<file path="src/rtl/scan_sequencer.sv">
// One face scan: per position, average NUM_SAMPLES edge/corner RGB readings, translate,
// store the facelet pair, then step the motor.
//
// state  | meaning
// IDLE   | waiting for start
// REQ    | requesting/accumulating sensor readings
// AVG    | dividing accumulators into xl_* outputs
// XLATE  | two cycles waiting on the translator, captures on the second
// WRITE  | facelet store write of the captured pair
// STEP   | motor step request until step_done
// FIN    | scan-complete pulse
module scan_sequencer #(
  parameter int NUM_POS      = 4,
  parameter int SAMPLES_LOG2 = 2,
  parameter int ADDR_W       = 2
) (
  input  logic              clock,
  input  logic              reset,
  input  logic              start,
  input  logic              abort,
  input  logic              known_valid,
  input  logic [2:0]        known_color,
  output logic              sample_req,
  input  logic              sample_valid,
  input  logic [7:0]        r_edge_in,
  input  logic [7:0]        g_edge_in,
  input  logic [7:0]        b_edge_in,
  input  logic [7:0]        r_corner_in,
  input  logic [7:0]        g_corner_in,
  input  logic [7:0]        b_corner_in,
  output logic [7:0]        xl_r_edge,
  output logic [7:0]        xl_g_edge,
  output logic [7:0]        xl_b_edge,
  output logic [7:0]        xl_r_corner,
  output logic [7:0]        xl_g_corner,
  output logic [7:0]        xl_b_corner,
  output logic [2:0]        xl_known,
  input  logic [2:0]        xl_color_edge,
  input  logic [2:0]        xl_color_corner,
  output logic              wr_en,
  output logic [ADDR_W-1:0] wr_addr,
  output logic [5:0]        wr_data,
  output logic              step_req,
  input  logic              step_done,
  output logic              busy,
  output logic              done
);

  localparam int ACC_W = 8 + SAMPLES_LOG2;
  localparam int CNT_W = (SAMPLES_LOG2 > 0) ? SAMPLES_LOG2 : 1;
  localparam logic [CNT_W-1:0] CNT_LAST = CNT_W'((1 << SAMPLES_LOG2) - 1);
  localparam logic [ADDR_W-1:0] POS_LAST = ADDR_W'(NUM_POS - 1);

  localparam logic [2:0] S_IDLE  = 3'd0;
  localparam logic [2:0] S_REQ   = 3'd1;
  localparam logic [2:0] S_AVG   = 3'd2;
  localparam logic [2:0] S_XLATE = 3'd3;
  localparam logic [2:0] S_WRITE = 3'd4;
  localparam logic [2:0] S_STEP  = 3'd5;
  localparam logic [2:0] S_FIN   = 3'd6;

  logic [2:0]        state;
  logic [ADDR_W-1:0] pos;
  logic [CNT_W-1:0]  cnt;
  logic              xl_phase;
  logic [ACC_W-1:0]  acc  [6];
  logic [7:0]        xl_q [6];
  logic [7:0]        rd   [6];

  always_comb begin
    rd[0] = r_edge_in;
    rd[1] = g_edge_in;
    rd[2] = b_edge_in;
    rd[3] = r_corner_in;
    rd[4] = g_corner_in;
    rd[5] = b_corner_in;
  end

  assign xl_r_edge   = xl_q[0];
  assign xl_g_edge   = xl_q[1];
  assign xl_b_edge   = xl_q[2];
  assign xl_r_corner = xl_q[3];
  assign xl_g_corner = xl_q[4];
  assign xl_b_corner = xl_q[5];

  // Write and done are gated so an abort/reset in their cycle suppresses them.
  assign sample_req = (state == S_REQ);
  assign wr_en      = (state == S_WRITE) && !abort && !reset;
  assign wr_addr    = pos;
  assign step_req   = (state == S_STEP);
  assign done       = (state == S_FIN) && !abort && !reset;
  assign busy       = (state != S_IDLE);

  always_ff @(posedge clock) begin
    if (reset) begin
      state    <= S_IDLE;
      pos      <= '0;
      cnt      <= '0;
      xl_phase <= 1'b0;
      wr_data  <= '0;
      xl_known <= 3'd7;
      for (int i = 0; i < 6; i++) begin
        acc[i]  <= '0;
        xl_q[i] <= '0;
      end
    end else if (abort) begin
      state    <= S_IDLE;
      pos      <= '0;
      cnt      <= '0;
      xl_phase <= 1'b0;
      for (int i = 0; i < 6; i++) acc[i] <= '0;
    end else begin
      case (state)
        S_IDLE: begin
          if (start) begin
            state    <= S_REQ;
            xl_known <= known_valid ? known_color : 3'd7;
          end
        end
        S_REQ: begin
          if (sample_valid) begin
            for (int i = 0; i < 6; i++) acc[i] <= acc[i] + ACC_W'(rd[i]);
            cnt <= cnt + CNT_W'(1);
            if (cnt == CNT_LAST) state <= S_AVG;
          end
        end
        S_AVG: begin
          for (int i = 0; i < 6; i++) begin
            xl_q[i] <= 8'(acc[i] >> SAMPLES_LOG2);
            acc[i]  <= '0;
          end
          cnt      <= '0;
          xl_phase <= 1'b0;
          state    <= S_XLATE;
        end
        S_XLATE: begin
          // Translator registers on the first cycle; its result is valid on the second.
          if (xl_phase) begin
            wr_data  <= {xl_color_edge, xl_color_corner};
            xl_phase <= 1'b0;
            state    <= S_WRITE;
          end else begin
            xl_phase <= 1'b1;
          end
        end
        S_WRITE: begin
          state <= (pos == POS_LAST) ? S_FIN : S_STEP;
        end
        S_STEP: begin
          if (step_done) begin
            pos   <= pos + ADDR_W'(1);
            state <= S_REQ;
          end
        end
        S_FIN: begin
          pos   <= '0;
          state <= S_IDLE;
        end
        default: state <= S_IDLE;
      endcase
    end
  end

endmodule

</file>
<file path="config.mk">
export PLATFORM = sky130hd
export DESIGN_NAME = scan_sequencer
export DESIGN_NICKNAME = d
export VERILOG_FILES = /design/src/rtl/scan_sequencer.sv
export SDC_FILE = /design/constraint.sdc
export NUM_CORES = 1
export LEC_CHECK = 0
export BUFFER_PORTS_ARGS = -buffer_cell sky130_fd_sc_hd__buf_2
export CAP_MARGIN = 20
export CORE_UTILIZATION = 56
export DETAILED_ROUTE_END_ITERATION = 10
export GPL_TIMING_DRIVEN = 0
export PLACE_DENSITY = 0.8
export SLEW_MARGIN = 30
export SYNTH_ARGS = -nofsm -noshare
export SYNTH_HDL_FRONTEND = slang
export SYNTH_SLANG_ARGS = --single-unit
</file>
<file path="constraint.sdc">
create_clock -name clock -period 6.1 [get_ports clock]
set_clock_uncertainty 0.15 [all_clocks]
set_input_delay 0.915 -clock clock [delete_from_list [all_inputs] [get_ports clock]]
set_output_delay 0.915 -clock clock [all_outputs]
set_load 0.01 [all_outputs]
</file>
* After elaboration in Yosys (flattened, before gate mapping) *
Memory sizes are Yosys's and may differ from the RTL's.
Cells that the tools add are included.

storage, ports and cells
  flip-flop bits (word level) = 17
  memories = 2
  output and inout port bits = 64
  RAM bits = 108
  bits of input ports = 64

memories
  memory  depth  bits a word  rd ports  clocked after memory_dff  write ports  line  source
  acc     6      10           6         0                         6            66    logic [ACC_W-1:0] acc [6];
  xl_q    6      8            6         0                         6            67    logic [7:0] xl_q [6];

cells by class
  add/sub/neg operators = 8
  equality and inequality tests = 13
  mux-type cells = 52
  bitwise logic cells = 25
  reduce and logical (&&, ||, !) cells = 17

operator list
  operator                                                                  number
  10-bit two-way mux                                                        18
  10-bit by 8-bit adder with 10-bit output                                  6
  8-bit two-way mux                                                         6
  1-bit bitwise OR                                                          24
  3-bit two-way mux                                                         6
  3-bit one-hot mux with 6 select lines                                     1
  1-bit two-way mux                                                         15
  3-bit == test (second input constant)                                     3
  2-bit one-hot mux with 2 select lines                                     2
  3-bit by 2-bit == test with 1-bit output (second input constant)          2
  2-bit two-way mux                                                         3
  2-bit by 1-bit inequality test with 1-bit output (second input constant)  3
  3-bit AND reduction                                                       2
  2-bit nonzero test                                                        3
  5-bit AND reduction                                                       1
  2-bit by 1-bit adder with 2-bit output (second input constant)            2
  2-bit == test (second input constant)                                     2
  1-bit logical AND                                                         4
  2-bit inequality test (second input constant)                             2
  2-bit AND reduction                                                       2
  3-bit by 1-bit == test with 1-bit output (second input constant)          1
  3-bit zero test                                                           1
  3-bit nonzero test                                                        1
  1-bit zero test                                                           2
  other kinds (3)                                                           3

* Logic depth before layout (Yosys ltp) *
  depth in word-level cells = 7
  depth in mapped cells = 8

* Worst setup path before layout *
Ideal clock, no wire load.

  path type = input-to-reg
  start point = input port sample_valid
  end point = memory acc[0][0] (netlist name), enable pin
  stages = 2
  data arrival time = 4.601 ns
  data required time = 5.419 ns
  library setup time = 0.531 ns
  slack = 0.818 ns
  cells stage by stage = a21oi_1 o21ai_0

RTL lines
  element          line  source
  start, declared  24    input logic sample_valid,
  end, declared    66

* Worst setup path after layout *
  start point = input port reset
  end point = output port wr_en

between the ends
  word-level cells in the longest chain between the ends = 2

RTL lines
  element            line  source
  start, declared    18    input logic reset,
  1-bit zero test    88    assign wr_en = (state == S_WRITE) && !abort && !reset;
  1-bit logical AND  88
  end, declared      40    output logic wr_en,

No other way between the ends.

==> qor.csv <==
metric;value;unit
grt_overflow;0;
finalWeightedCongestion;0.882;
cts_max_level;4;
postRouteWirelength;15.0;mm
final_nets;860;
p_per_area;262;nW/um^2
area_growth;21.1;%
grt_first_pass_wirelength;24.3;mm
die_area;12800;sq um
core.rowCount;40;
clock.fmax;344;MHz
worstMarginPinSlew;659;ps
die_w;113;microns
vias;5135;
pin_count;128;
finalHoldViolCount;0;
cts.repair.resized;0;
cap_violations;0;
numCtsBuffers;17;
outcome;completed;
ant_nets;0;
start_util;57.6;%
timing.max_slew.rel_slack;56.1;%
cp_common_cell;buf_2;
clkTransAtPathRegs;50;ps
ys_seq_elements;125;
worstHoldPathType;reg -> reg;
cts_max_path_buffers;2;
synth_edf_count;108;
fin_crit;2910;ps
syn_nets;710;
drc;0;
crit_slowest_cell;nor2_1;
die_h;113;microns
portBuffers;127;
clock_latency;430;ps
crit_type;in -> out;
nFillCells;883;
ir_worst_vdd;0.155;mV
antenna_found_initial;1;
dpl_cell_area;7870;sq um
worstPathMaxFanout;7;
post-cts-setup-buffer-count;0;
firstDrtPassIters;5;
grt_max_degree;49;
rsz0062_at_grt;false;
slew_viol_final;0;
fin_cells;919;
multi_input_area;3230;sq um
cts_tree;built;
synthArstFlopShare;0;%
antenna_cells;0;
cpPeakStageDelay;450;ps
hpwlAfterDp;10.6;mm
regArea;3580;sq um
netlist_area;6940;sq um
p_leak;3.69;nW
drt_iter0_markers;369;
drt-vias-per-instance;5.59;
crit_arrival;1840;ps
grt_pass1_vias;5094;
fin_crit_sh;47.7;%
synth.distinct_cells;48;
cts-root-buf;clkbuf_16;
drive_gt1_share;25.7;%
path_cells;buf_2 > nor2_1 > and3_1 > buf_2;
synthCells;590;
crit_path_end_kind;output pin;
syn_avg_cell_area;11.8;sq um
core;12100;sq um
mostFrequentLayoutCell;buf_2;
clock_sinks;125;
p_total;2.20;mW
track_usage;24.8;%
ys_seq_area_share;51.6;%
synth_top_flop_cell;edfxtp_1;
dp_cells;889;
cts_hold_buf;0;
setup-violations-final;0;
detail_route.wl_per_cell;16.3;microns
fin_area;8400;sq um
start_kind;input pin;
ys_warn_count;0;
final_cell_mix;buf_2, edfxtp_1, and2_1;
worst-endpoint-required;5030;ps
## state kept, by name, indices dropped and copies added, names as in the netlist
register and count:
acc 60, xl_q 48, wr_data 6, state 3
xl_known 3, cnt 2, wr_addr 2, xl_phase 1
## cells in the mapped netlist, drive strengths merged, types with 10 or more instances
library cell | count | area [sq um]
edfxtp | 108 | 3240
nand2 | 14 | 52.6
nand3 | 11 | 60.1
nor3 | 19 | 106
dfxtp | 17 | 340
a21oi | 32 | 160
nor2b | 11 | 71.3
inv | 18 | 67.6
a211oi | 25 | 188
a21o | 13 | 98.9
nor2 | 57 | 214
o21ai | 20 | 119
xor2 | 21 | 184
ha | 50 | 626
o21bai | 10 | 75.1
clkbuf | 10 | 40.0
and3 | 13 | 106
and2 | 62 | 388
## path summary, 6_finish.rpt
kind,start,to,slack (ps),cells after the start
setup / recovery,reset,wr_en,3190,4
hold / removal,cnt[0],cnt[0],320,1
setup reg to reg,acc[2][0],acc[2][8],3570,7
hold reg to reg,cnt[0],cnt[0],320,1
## layout make-up
cell class              count  area share, %
repair buffers            131           8.34
clock buffers              17           5.06
well taps                 168           2.50
multi-input cells         430           38.5
plain buffers              17          0.908
inverters                  18          0.804
clock inverters            13           1.28
flip-flops and latches    125           42.6
## cell families after synthesis
logic type      Yosys count  share of synthesized area, %
fa+ha+maj                56                          10.7
xor+xnor                 29                          3.66
compound gates          132                          14.5
flops                   125                          51.6
simple gates            205                          16.3
mux                       8                          1.15
buf+inv                  35                          2.07
## critical path: cells and delay by family
family                 cells  cell delay (ps)
buffers and inverters      2              240
and+or+nand+nor            2              690
## stage by stage
step           util, %  hold slack [ps]  worst slack [ps]  setup TNS [ps]
2_1_floorplan        -              296               818               0
3_3_place_gp      64.6              307             -1310          -67150
3_5_place_dp      65.3              309              2980               0
4_1_cts           69.7              323              3220               0
5_1_grt           69.7              335              3140               0
6_report          69.7              319              3190               0
## metal layers
| layer | global-route usage [%] | routed length [microns] |
|---|---|---|
| met3 | 5.62 | 875 |
| met5 | 0 | 12 |
| met2 | 43.9 | 7680 |
| met1 | 29.1 | 6150 |
| met4 | 10.0 | 238 |
## where the power goes
group | leakage [nW] | switching [mW] | internal [mW]
clock | 0.267 | 0.350 | 0.581
combinational | 2.12 | 0.160 | 0.123
sequential | 1.31 | 0.0178 | 0.967
total | 3.69 | 0.528 | 1.67
Power figures use the tool's default switching activity.
